[config.mk]
export PLATFORM = sky130hd
export DESIGN_NAME = truth_table_sweeper
export DESIGN_NICKNAME = d
export VERILOG_FILES = /design/src/rtl/truth_sweep_pkg.sv /design/src/rtl/sweep_index_counter.sv /design/src/rtl/truth_table_sweeper.sv
export SDC_FILE = /design/constraint.sdc
export NUM_CORES = 1
export LEC_CHECK = 0
export CAP_MARGIN = 20
export CORE_MARGIN = 8
export CORE_UTILIZATION = 30
export DETAILED_ROUTE_END_ITERATION = 7
export PLACE_DENSITY_LB_ADDON = 0.05
export RECOVER_POWER = 50
export SLEW_MARGIN = 5
export SYNTH_ARGS = -nofsm -noshare
export SYNTH_HDL_FRONTEND = slang
export SYNTH_SLANG_ARGS = --single-unit
[constraint.sdc]
create_clock -name clk -period 5.4 [get_ports clk]
set_input_delay 1.08 -clock clk [delete_from_list [all_inputs] [get_ports clk]]
set_output_delay 1.08 -clock clk [all_outputs]
set_load 0.03 [all_outputs]
[src/rtl/truth_sweep_pkg.sv]
// Shared types and constants for the truth-table sweep stage.
package truth_sweep_pkg;

  localparam int unsigned VEC_W   = 4;
  localparam int unsigned NUM_VEC = 16;

  // Minterms {4,8,9,12,13,14} of (X+Y)(X+~Z)(X+~W)(~W+~Z)(Y+~W).
  localparam logic [NUM_VEC-1:0] REF_MASK_0101D = 16'h7310;

  typedef enum logic [1:0] {
    StIdle,
    StDrive,
    StSample,
    StDone
  } sweep_state_e;

  // Number of set bits; 5 bits wide so that 16 is representable.
  function automatic logic [4:0] popcount16(input logic [NUM_VEC-1:0] v);
    logic [4:0] c;
    c = '0;
    for (int i = 0; i < int'(NUM_VEC); i++) begin
      c = c + {4'b0000, v[i]};
    end
    return c;
  endfunction

endpackage

[src/rtl/sweep_index_counter.sv]
// Vector index and per-vector settle counter, steered by the sweep FSM.
module sweep_index_counter
  import truth_sweep_pkg::*;
#(
  parameter int unsigned SETTLE = 1
) (
  input  logic             clk,
  input  logic             rstn,
  input  logic             clear,
  input  logic             advance,
  input  logic             count,
  output logic [VEC_W-1:0] idx,
  output logic             settle_done,
  output logic             last_vec
);

  localparam logic [3:0]       SettleLast = 4'(SETTLE - 1);
  localparam logic [VEC_W-1:0] IdxLast    = VEC_W'(NUM_VEC - 1);

  logic [VEC_W-1:0] idx_q;
  logic [3:0]       settle_q;

  // Clear restarts the sweep, advance steps to the next vector, count ticks the settle time.
  always_ff @(posedge clk) begin
    if (!rstn) begin
      idx_q    <= '0;
      settle_q <= '0;
    end else if (clear) begin
      idx_q    <= '0;
      settle_q <= '0;
    end else if (advance) begin
      idx_q    <= idx_q + 1'b1;
      settle_q <= '0;
    end else if (count) begin
      settle_q <= settle_q + 1'b1;
    end
  end

  assign idx         = idx_q;
  assign settle_done = (settle_q == SettleLast);
  assign last_vec    = (idx_q == IdxLast);

endmodule

[src/rtl/truth_table_sweeper.sv]
// Clocked exhaustive sweep of a 4-input function: drives each vector, captures s_in,
// and compares the assembled truth vector against an expected mask.
module truth_table_sweeper
  import truth_sweep_pkg::*;
#(
  parameter int unsigned        SETTLE   = 1,
  parameter logic [NUM_VEC-1:0] EXPECTED = REF_MASK_0101D
) (
  input  logic                clk,
  input  logic                rstn,
  input  logic                start,
  input  logic                s_in,
  output logic                X,
  output logic                Y,
  output logic                W,
  output logic                Z,
  output logic                busy,
  output logic                done,
  output logic [NUM_VEC-1:0]  truth,
  output logic                match,
  output logic [4:0]          err_count
);

  sweep_state_e       state_q;
  logic               busy_q;
  logic               done_q;
  logic [NUM_VEC-1:0] truth_q;
  logic               match_q;
  logic [4:0]         err_q;

  logic [VEC_W-1:0]   idx;
  logic               settle_done;
  logic               last_vec;
  logic               cnt_clear;
  logic               cnt_advance;
  logic               cnt_count;
  logic [NUM_VEC-1:0] truth_d;

  sweep_index_counter #(
    .SETTLE (SETTLE)
  ) u_counter (
    .clk         (clk),
    .rstn        (rstn),
    .clear       (cnt_clear),
    .advance     (cnt_advance),
    .count       (cnt_count),
    .idx         (idx),
    .settle_done (settle_done),
    .last_vec    (last_vec)
  );

  // Counter controls and the truth vector as it will look after this SAMPLE cycle.
  always_comb begin
    cnt_clear      = start && ((state_q == StIdle) || (state_q == StDone));
    cnt_count      = (state_q == StDrive) && !settle_done;
    cnt_advance    = (state_q == StSample) && !last_vec;
    truth_d        = truth_q;
    truth_d[idx]   = s_in;
  end

  // Sweep FSM with registered status and result outputs.
  always_ff @(posedge clk) begin
    if (!rstn) begin
      state_q <= StIdle;
      busy_q  <= 1'b0;
      done_q  <= 1'b0;
      truth_q <= '0;
      match_q <= 1'b0;
      err_q   <= '0;
    end else begin
      unique case (state_q)
        StIdle, StDone: begin
          if (start) begin
            state_q <= StDrive;
            busy_q  <= 1'b1;
            done_q  <= 1'b0;
            truth_q <= '0;
          end
        end
        StDrive: begin
          if (settle_done) begin
            state_q <= StSample;
          end
        end
        StSample: begin
          truth_q <= truth_d;
          if (last_vec) begin
            // Results are taken from truth_d so the final sample is included.
            state_q <= StDone;
            busy_q  <= 1'b0;
            done_q  <= 1'b1;
            match_q <= (truth_d == EXPECTED);
            err_q   <= popcount16(truth_d ^ EXPECTED);
          end else begin
            state_q <= StDrive;
          end
        end
        default: begin
          state_q <= StIdle;
          busy_q  <= 1'b0;
        end
      endcase
    end
  end

  assign {X, Y, W, Z} = idx;
  assign busy         = busy_q;
  assign done         = done_q;
  assign truth        = truth_q;
  assign match        = match_q;
  assign err_count    = err_q;

endmodule

======== Word-level counts from Yosys, hierarchy flattened ========
Cells that the tools add are included.
storage, ports and cells
  flip-flop bits (word level) ............. 34
  latch bits .............................. 0
  memory bits (writable) .................. 0
  bits in read-only memories .............. 0
  bits of input ports ..................... 4
  output and inout port bits .............. 28
  word-level logic and storage cells ...... 69
  memories ................................ 0
cells by class
  add/subtract/negate cells ............... 17
  multiply operators ...................... 0
  divide/modulo/power cells ............... 0
  magnitude comparators ................... 2
  equal/unequal tests ..................... 8
  shift operators ......................... 0
  muxes and demuxes ....................... 15
  bitwise operators ....................... 2
  reductions and logical operators ........ 17
operators by type and width
  operator                                                                       count
  5-bit by 1-bit adder with 5-bit output                                         11
  16-bit one-hot mux with 2 select lines                                         1
  16-bit bitwise mux                                                             1
  16-bit by 15-bit equality test with 1-bit output (second input constant)       1
  16-bit 2-to-1 mux                                                              1
  4-bit by 1-bit adder with 4-bit output (second input constant)                 2
  2-bit 2-to-1 mux                                                               3
  2-bit != test (second input constant)                                          3
  6-bit inverter                                                                 1
  2-bit one-hot mux with 3 select lines                                          1
  2-bit AND reduction                                                            3
  4-bit by 1-bit adder with 5-bit output                                         1
  4-bit by 5-bit less-than comparator with 1-bit output (second input constant)  1
  1-bit 2-to-1 mux                                                               5
  3-bit by 1-bit adder with 4-bit output                                         1
  1-bit demux with 4-bit select                                                  1
  2-bit equality test (second input constant)                                    2
  4-bit equality test (second input constant)                                    1
  4-bit by 1-bit >= comparator with 1-bit output (second input constant)         1
  1-bit logical AND                                                              4
  4-bit logical NOT                                                              1
  1-bit one-hot mux with 2 select lines                                          2
  2-bit OR reduction                                                             2
  2-bit by 1-bit adder with 3-bit output                                         1
  other kinds (9)                                                                10

======== Longest topological paths before layout ========
Gate-level depths: netlist of the first run.
  depth in word-level cells ............... 20
  gate-level depth with buffers ........... 18
  mapped depth without buffers ............ 18

======== Modules after synthesis ========
Synthesis of the first run repeated with hierarchy kept, for this count alone.
second synthesis, totals
  cell total of the unflattened synthesis .. 248
  area, all modules ....................... 2,249.7 sq um
modules (own cells, without submodules)
  module               times used  cells an instance  area an instance (sq um)  sequential area each (sq um)
  truth_table_sweeper  1           209                1,841.8                   520.5
  sweep_index_counter  1           39                 407.9                     160.2

======== Worst setup path before layout of the first run ========
OpenSTA, ideal clock, no wires.
  kind .................................... in2reg
  from .................................... in s_in
  to ...................................... reg err_q[3] (netlist: err_count[3])
  setup time .............................. 0.076 ns
  data arrival time ....................... 4.576 ns
  data required time ...................... 5.324 ns
  path slack .............................. 0.748 ns
  stages on the path ...................... 15
  path buffers ............................ 1
  path through ............................ clkbuf_1 mux2i_1 inv_1 fa_1 inv_1 fa_1 fa_1 fa_1 inv_1 ha_1 a21o_1 a21oi_1 xnor2_1 nand2_1 a21boi_0
on the way
  longest elaborated chain between the ends .. 16
  elaborated cells between the ends (all ways) .. 17
  classes of those cells .................. add/sub: 15; mux: 1; bitwise: 1
RTL lines
  what                                                  line                       source
  from (decl)                                           truth_table_sweeper.sv:12  input logic s_in,
  16-bit bitwise mux (*)                                truth_table_sweeper.sv:58  truth_d[idx] = s_in;
  1-bit by 1-bit adder with 2-bit output                truth_sweep_pkg.sv:22      c = c + {4'b0000, v[i]};
  2-bit by 1-bit adder with 3-bit output                truth_sweep_pkg.sv:22
  3-bit by 1-bit adder with 4-bit output                truth_sweep_pkg.sv:22
  4-bit by 1-bit adder with 5-bit output                truth_sweep_pkg.sv:22
  5-bit by 1-bit adder with 5-bit output (10 in a row)  truth_sweep_pkg.sv:22
  5-bit by 1-bit adder with 5-bit output (*)            truth_sweep_pkg.sv:22
  to (signal assigned)                                  truth_table_sweeper.sv:93  err_q <= popcount16(truth_d ^ EXPECTED);
  to (decl)                                             truth_table_sweeper.sv:29  logic [4:0] err_q;
Every way passes the cells marked *; elsewhere a longest branch is shown, timed or not.
A chain may end at the register's enable or synchronous reset.

======== Worst setup path after layout of the first run ========
  from .................................... in s_in
  to ...................................... reg err_q[4] (netlist: err_count[4])
Same word-level chain as after synthesis.

==> results of run 1 <==
[area by class of cell]
class / count / area (um2) / share of cell area [%]
inverters: 28 / 105.1 / 3.841
well taps: 99 / 123.9 / 4.527
multi-input cells: 180 / 1355 / 49.52
clock inverters: 3 / 40.04 / 1.463
clock buffers: 5 / 68.82 / 2.515
flip-flops and latches: 34 / 680.7 / 24.87
repair buffers: 38 / 362.8 / 13.26
[worst paths after layout]
| kind | to | depth (start not counted) | startpoint | slack [ns] |
|---|---|---|---|---|
| setup / recovery | err_count[4] | 16 | s_in | 0.48 |
| hold reg to reg | match | 2 | match | 0.46 |
| hold / removal | match | 2 | match | 0.46 |
| setup reg to reg | err_count[4] | 16 | u_counter.idx[1] | 0.79 |
[power by group through the flow]
stage,logic [W],registers [W],clock network [W]
final,0.0000751,0.000257,0.000235
after floorplan,0.0000508,0.000265,0
after CTS,0.0000768,0.000257,0.000247
after global placement,0.0000768,0.000263,0
after detailed placement,0.0000766,0.000263,0
after global routing,0.0000858,0.000258,0.000256
[cells in the final DEF (no fill, tap or decap), types with 2 or more instances in the layout]
| cell type | instances |
|---|---|
| nand2_1 | 33 |
| dlygate4sd3_1 | 13 |
| nand3b_1 | 7 |
| fa_1 | 10 |
| a21oi_1 | 5 |
| dfxtp_1 | 34 |
| ha_1 | 15 |
| nor2b_1 | 4 |
| nor3b_1 | 3 |
| inv_1 | 28 |
| clkbuf_8 | 5 |
| a21boi_0 | 4 |
| a22oi_1 | 2 |
| or4_1 | 2 |
| and2_0 | 8 |
| a21boi_1 | 2 |
| o21ai_0 | 16 |
| mux2i_1 | 16 |
| xor2_1 | 2 |
| nand3_1 | 7 |
| nand4_1 | 4 |
| clkinv_2 | 2 |
| and2_1 | 9 |
| nor2_1 | 13 |
| o211a_1 | 2 |
| clkdlybuf4s50_1 | 18 |
| buf_4 | 7 |
| xnor2_1 | 5 |
[synth_stat cells, types with 3 or more instances]
cell and number:
dfxtp_1 34, nand2_1 33, inv_1 28, and2_1 17, mux2i_1 16, o21ai_0 16
ha_1 15, nor2_1 13, fa_1 10, clkbuf_1 9, nand3_1 7, nand3b_1 7
a21oi_1 5, xnor2_1 5, a21boi_0 4, nand4_1 4, nor2b_1 4, nor3b_1 3
[sequential cells by signal, summed over array words and instances, names as in the netlist]
name and flops:
truth 16, err_count 5, u_counter.idx 4, u_counter.settle_q 4, state_q 2, busy 1, done 1, match 1
[worst max-delay path, cell delays in order]
cell and delay, ns:
clkdlybuf4s50_1 0.40, buf_4 0.20, mux2i_1 0.22, inv_1 0.10, fa_1 0.54, inv_1 0.06, fa_1 0.47, fa_1 0.53
fa_1 0.42, inv_1 0.07, ha_1 0.16, inv_1 0.06, fa_1 0.40, nor2b_1 0.12, o211ai_1 0.09, a21boi_0 0.20
[per-stage QoR]
stage | hold WS, ns | setup WS [ns] | total power (W) | cell area [um2]
floorplan | 0.4801 | 0.7480 | 0.0003163 | 2198
global placement | 0.4514 | 0.2139 | 0.0003397 | 2628
detailed placement | 0.4496 | 0.1602 | 0.0003396 | 2628
CTS | 0.4641 | 0.4664 | 0.0005810 | 2736
global route | 0.4771 | 0.2434 | 0.0005995 | 2736
finish | 0.4609 | 0.4842 | 0.0005666 | 2736
[routing by layer]
layer / up-vias / GRT usage (%)
li1: 899 / -
met1: 810 / 14.56
met2: 28 / 17.20
met3: 2 / 2.955
met4: 0 / 2.749
met5: - / 0
[kinds of logic (layout without fill, tap and decap cells)]
group                    count (synthesis)  after routing  share of synthesized area, %
AO/OA/AOI/OAI                           34             34                         9.505
XOR/XNOR                                 7              7                         2.789
adder cells (fa/ha/maj)                 25             25                         17.64
buffers and inverters                   40             74                         7.399
flip-flops                              34             34                         30.96
multiplexers                            18             18                         8.480
AND/OR/NAND/NOR                         96             96                         23.22
==> metrics.txt, run 1 <==
TritonCTS sink count 34; synthesized instance count 254; Final Util 38.13%; Worst-Margin Slew 0.9512 ns; pwr dens 207.1 nW/um2; DR WL met3 250 um; RSZ-0062 raised after global routing false; Tcrit/Tclk final 91.03%; Hold WC Path Type reg -> reg; clock-pin slew on the worst setup and hold paths 0.07 ns; met1 WL 2740 um; # diodes 0; number of setup violations in the final report 0; Clock Latency Late Sink 0.28 ns; post-synthesis sequential area ratio 30.96%; Slew Limit Fails 0; WL met2 2382 um; max cap viols 0; Fillers 738; worst vdd ir 0.0001041 V; status finished, final reports clean; post-cts repair resize count 0; Crit Path Class in -> reg; Initial Utilization 30.64%; share of cells above drive strength 1 6.250%; CTS Buf Count 5; top cell type's share of synthesized area 30.96%; Detail Route Antenna Nets 0; Clock Tree Buf Depth 2; Starting DRT DRC Count 46; DRT Pass-1 Iters 4; Die Span Y 101.6 um; uppermost layer routed met4; Via density 4.494; Post-synth EDFFs 0; Avg WL per Cell 13.95 um; port buffer count 31; clk_skew 0.002132 ns; clock network power share 41.4%; I/O pin total 32; total grt overflow 0; Vias 1739; P_leak 1.266 nW; Worst slew margin 36.38%; post-CTS setup repair buffer count 0; crit path time final 4.916 ns; Unique masters post-synth 37; register share of total power 45.3%; placed cells 379; vias in the first global route 1742; switch share 26.05%; Psw 0.0001476 W; chip width 101.6 um; cell taking the most area after synthesis dfxtp_1; Placeable Area 7176 um2; initial antenna violation count 0; Max FO, Critical Path 16; CP Capture Type flip-flop; area grow syn2layout 24.47%; hold buffer count at CTS 0; Total Routed Length 5398 um; final net count 316; Internal Pwr Total 0.0004190 W; global-route wire length before repair 8935 um; Synth Register Bits 34; Cell Rows 31; GPL Wtd Cong 0.7927; final cell count without fillers 387; Hold Violations, Final 0; Mapped Area 2198 um2; Ys Warns 0; Area contributors post-synth dfxtp_1, fa_1, ha_1; DPL Wire Length 4005 um; Clock Tree Root clkbuf_8; Fmax achieved 203.4 MHz; H-tree levels 2; Die ar. 10320 um2; CP arrival 5.12 ns; Synth Flop Type dfxtp_1; CTS tree done; Fin Setup TNS 0 ns; syn_area_per_cell 8.655 um2; Total GRT Usage 11.01%; largest net degree at the start of global routing 29; Worst Path Required 5.60 ns; DRC 0; Startpoint Class input pin; post-synthesis async set-or-reset flop share 0%; Gate power share 13.3%; syn_nets 283
(Power assumes the default switching activity.)
==> run 2, diff against run 1 <==
--- a/config.mk
+++ b/config.mk
@@ -7,8 +7,9 @@
 export LEC_CHECK = 0
 export CAP_MARGIN = 20
 export CORE_MARGIN = 8
-export CORE_UTILIZATION = 30
+export CORE_UTILIZATION = 50
 export DETAILED_ROUTE_END_ITERATION = 7
+export MAX_ROUTING_LAYER = met4
 export PLACE_DENSITY_LB_ADDON = 0.05
 export RECOVER_POWER = 50
 export SLEW_MARGIN = 5
==> run 2 against run 1 <==
Power is 0.79% lower. Clock-buffer cell count is 2 higher. Core utilization up 24 points. Critical endpoint is now err_count[3]. Hold slack lost 0.0041 ns. Worst setup slack got worse by 0.097 ns. Clock power decreased by 2%. Largest power group unchanged. Clock skew up 0.0048 ns. Register-to-register slack lost 0.13 ns. Final cell count fell by 13%. Maximum frequency is 1.9% lower.
==> metrics.txt, run 2 (same netlist as run 1, synthesis figures left out) <==
I/O pin total 32; Hold Path Sink match; Startpoint Class input pin; final cell count without fillers 337; Vias 1772; Total GRT Usage 16.09%; crit path time final 5.013 ns; Design Power 0.0005621 W; post-cts repair resize count 0; Die ar. 6774 um2; Fillers 410; Max FO, Critical Path 5; clk_skew 0.006887 ns; share of cells above drive strength 1 4.561%; Hold WC Path Type reg -> reg; Reg2Reg Depth 15; max reg flops 16; DRT Pass-1 Iters 5; Placeable Area 4294 um2; hold buffer count at CTS 0; min-delay src match; flop-to-flop setup slack 0.66 ns; Cell Rows 24; status finished, final reports clean; CTS tree done; Critical R2R Capture err_count[3]; Clock Tree Buf Depth 2; DRC 0; Die Span Y 82.31 um; placed cells 329; initial antenna violation count 0; Detail Route Antenna Nets 0; final net count 313; Avg WL per Cell 14.31 um; Initial Utilization 51.19%; max cap viols 0; port buffer count 31; Via density 5.258; Fmax achieved 199.5 MHz; most frequent cells in the layout dfxtp_1, nand2_1, inv_1; Worst-Margin Slew 0.9115 ns; FF-to-FF Start u_counter.idx[3]; # diodes 0; most common cell after layout, fill and taps aside dfxtp_1; total grt overflow 0; H-tree levels 2; global-route wire length before repair 7997 um; vias in the first global route 1675; chip width 82.31 um; Crit Path Class in -> reg; CP arrival 5.22 ns; Tcrit/Tclk final 92.83%; Starting DRT DRC Count 72; WHS Path Cells 2; clock-pin slew on the worst setup and hold paths 0.07 ns; Clock Tree Root clkbuf_8; Fin Setup TNS 0 ns; Worst slew margin 39.03%; CTS Buf Count 5; worst vdd ir 0.0001586 V; RSZ-0062 raised after global routing false; Slew Limit Fails 0; largest net degree at the start of global routing 29; CP Capture Type flip-flop; Worst Path Required 5.61 ns; Total Routed Length 4821 um; DPL Wire Length 3559 um; Hold Violations, Final 0; post-CTS setup repair buffer count 0; area grow syn2layout 20.66%; number of setup violations in the final report 0; P_leak 1.252 nW; Clock Latency Late Sink 0.29 ns; pwr dens 211.9 nW/um2; TritonCTS sink count 34; GPL Wtd Cong 0.8327
run 2: cell count changes in the layout (fill, tap and decap cells not counted), sizes merged:
cell / before / now
buf: 7 / 4
clkbuf: 5 / 7
clkinv: 2 / 0
run 2: worst max path at each step:
stage	from	end	slack, ns
final	s_in	err_count[3]	0.39
after CTS	s_in	err_count[3]	0.37
after detailed placement	s_in	err_count[3]	0.08
after floorplan	s_in	err_count[3]	0.75
after global placement	s_in	err_count[2]	0.17
after global routing	s_in	err_count[3]	0.17
run 2: area by class of cell:
| type | count | area (um2) | area share (%) |
|---|---|---|---|
| repair buffers | 35 | 340.3 | 12.83 |
| flip-flops and latches | 34 | 680.7 | 25.66 |
| well taps | 52 | 65.06 | 2.453 |
| clock inverters | 1 | 30.03 | 1.132 |
| multi-input cells | 180 | 1355 | 51.08 |
| inverters | 28 | 105.1 | 3.962 |
| clock buffers | 7 | 76.32 | 2.877 |
run 2: per-stage QoR:
stage / util (%) / instance area (um2) / worst slack, ns / hold slack, ns
final: 61.77 / 2653 / 0.3873 / 0.4569
after detailed placement: 59.29 / 2546 / 0.08154 / 0.4530
after global routing: 61.77 / 2653 / 0.1740 / 0.5048
after global placement: 59.29 / 2546 / 0.1685 / 0.4420
after floorplan: - / 2198 / 0.7480 / 0.4801
after CTS: 61.77 / 2653 / 0.3684 / 0.4663
run 2: power breakdown:
part / internal [W] / switching, W
logic: 0.0000298 / 0.0000449
registers: 0.000254 / 0.00000297
clock network: 0.000138 / 0.0000922
run 2: layer usage:
| layer | wire [um] | up-vias | GRT usage (%) |
|---|---|---|---|
| li1 | - | 894 | - |
| met1 | 2347 | 832 | 20.03 |
| met2 | 2122 | 40 | 23.57 |
| met3 | 261 | 6 | 4.329 |
| met4 | 89 | 0 | 7.719 |
| met5 | 0 | - | - |
run 2: worst max-delay path: stages:
cell,delay [ns]
clkdlybuf4s50_1,0.47
buf_4,0.18
mux2i_1,0.22
inv_1,0.10
fa_1,0.54
inv_1,0.06
fa_1,0.45
fa_1,0.49
fa_1,0.61
inv_1,0.06
ha_1,0.28
a21o_1,0.15
a21oi_1,0.17
xnor2_1,0.13
nand2_1,0.06
a21boi_0,0.17
==> run 3, diff against run 2 <==
--- a/config.mk
+++ b/config.mk
@@ -6,8 +6,10 @@
 export NUM_CORES = 1
 export LEC_CHECK = 0
 export CAP_MARGIN = 20
+export CELL_PAD_IN_SITES_DETAIL_PLACEMENT = 1
+export CELL_PAD_IN_SITES_GLOBAL_PLACEMENT = 2
 export CORE_MARGIN = 8
-export CORE_UTILIZATION = 50
+export CORE_UTILIZATION = 33
 export DETAILED_ROUTE_END_ITERATION = 7
 export MAX_ROUTING_LAYER = met4
 export PLACE_DENSITY_LB_ADDON = 0.05
==> run 3 against run 2 <==
Clock-buffer cell count down 1. Hold slack better by 0.0083 ns. Flip-flop and latch count unchanged. Sequential power about the same. Clock skew up 0.0037 ns. Combinational power up 1%. Largest power group is now the clock network.
==> metrics.txt, run 3 (same netlist as run 1, synthesis figures left out) <==
status finished, final reports clean; multi-input logic area 1355 um2; max reg flops 16; Crit Path Class in -> reg; Hold Violations, Final 0; Hold WC Path Type reg -> reg; CP arrival 5.18 ns; most common cell after layout, fill and taps aside dfxtp_1; Clock Tree Root clkbuf_8; Initial Utilization 34.42%; crit path time final 4.966 ns; Total Routed Length 5655 um; Via density 4.869; min-delay src match; DRT Pass-1 Iters 4; max cap viols 0; area grow syn2layout 25.10%; DR WL met3 242 um; DPL Wire Length 4338 um; met1 WL 2834 um; Worst slew margin 41.09%; Total GRT Usage 12.48%; Fillers 770; largest net degree at the start of global routing 29; vias in the first global route 1866; Fin Setup TNS 0 ns; Worst Path Required 5.61 ns; Placeable Area 6386 um2; Startpoint Class input pin; initial antenna violation count 0; share of cells above drive strength 1 6.574%; uppermost layer routed met4; Crit. Startpoint s_in; Detail Route Antenna Nets 0; Clock Tree Buf Depth 2; post-cts repair resize count 0; global-route wire length before repair 9549 um; # diodes 0; CTS tree done; Tcrit/Tclk final 91.97%; CP Capture Type flip-flop; Max FO, Critical Path 16; Cell Rows 29; P_leak 1.274 nW; Vias 1782; WL met2 2507 um; CTS Buf Count 5; pwr dens 229.9 nW/um2; RSZ-0062 raised after global routing false; total grt overflow 0; Die Span Y 97.62 um; worst vdd ir 0.0001024 V; post-CTS setup repair buffer count 0; chip width 97.62 um; final net count 317; FF-to-FF Start u_counter.idx[1]; DRC 0; Avg WL per Cell 15.45 um; Starting DRT DRC Count 101; clk_skew 0.01062 ns; Fmax achieved 201.4 MHz; I/O pin total 32; number of setup violations in the final report 0; Clock Latency Late Sink 0.29 ns; most frequent cells in the layout dfxtp_1, nand2_1, inv_1; hold buffer count at CTS 0; Worst-Margin Slew 0.8807 ns; port buffer count 31; Slew Limit Fails 0; register area 680.7 um2; TritonCTS sink count 34; GPL Wtd Cong 0.8037; Design Power 0.0006324 W; Die ar. 9530 um2; clock-pin slew on the worst setup and hold paths 0.08 ns; H-tree levels 2
==> run 3: cell types whose count changed in the layout (fill, tap and decap cells not counted), sizes merged <==
cell	previous run	this run
buf	4	8
bufinv	1	2
clkbuf	7	6
clkdlybuf4s50	18	19
dlygate4sd3	13	12
==> run 3: final timing paths <==
path | depth (start not counted) | to | slack (ns)
worst min-delay path | 2 | match | 0.47
worst max-delay path | 16 | err_count[3] | 0.43
worst min register to register | 2 | match | 0.47
worst max register to register | 16 | err_count[3] | 0.75
==> run 3: final cells by class <==
type                    instances  area share (%)
well taps                      77           3.503
clock buffers                   6           3.003
multi-input cells             180           49.27
clock inverters                 2           2.184
flip-flops and latches         34           24.75
repair buffers                 39           13.47
inverters                      28           3.822
==> run 3: stage by stage <==
step | instance area, um2 | utilization (%) | setup WS (ns) | hold slack, ns | instances
6_report | 2750 | 43.06 | 0.4335 | 0.4652 | 366
4_1_cts | 2750 | 43.06 | 0.4037 | 0.4773 | 366
2_1_floorplan | 2198 | - | 0.7480 | 0.4801 | 254
3_5_place_dp | 2608 | 40.83 | 0.1367 | 0.4620 | 358
5_1_grt | 2750 | 43.06 | 0.1188 | 0.4933 | 366
3_3_place_gp | 2608 | 40.83 | 0.1714 | 0.4477 | 358
==> run 3: critical path, cell delays in order <==
cell             delay [ns]
clkdlybuf4s50_1        0.40
buf_4                  0.19
mux2i_1                0.26
inv_1                  0.11
fa_1                   0.55
inv_1                  0.05
fa_1                   0.41
fa_1                   0.50
fa_1                   0.60
inv_1                  0.06
ha_1                   0.28
a21o_1                 0.15
a21oi_1                0.16
xnor2_1                0.13
nand2_1                0.07
a21boi_0               0.16
==> run 3: power breakdown <==
part / switching (W) / internal, W
Sequential: 0.00000309 / 0.000254
Combinational: 0.0000462 / 0.0000296
Clock: 0.000102 / 0.000197
==> run 3: routing by layer <==
metal,up-vias,GRT usage [%]
met2,29,18.88
li1,901,-
met3,5,2.916
met4,0,3.846
met5,-,-
met1,847,15.99
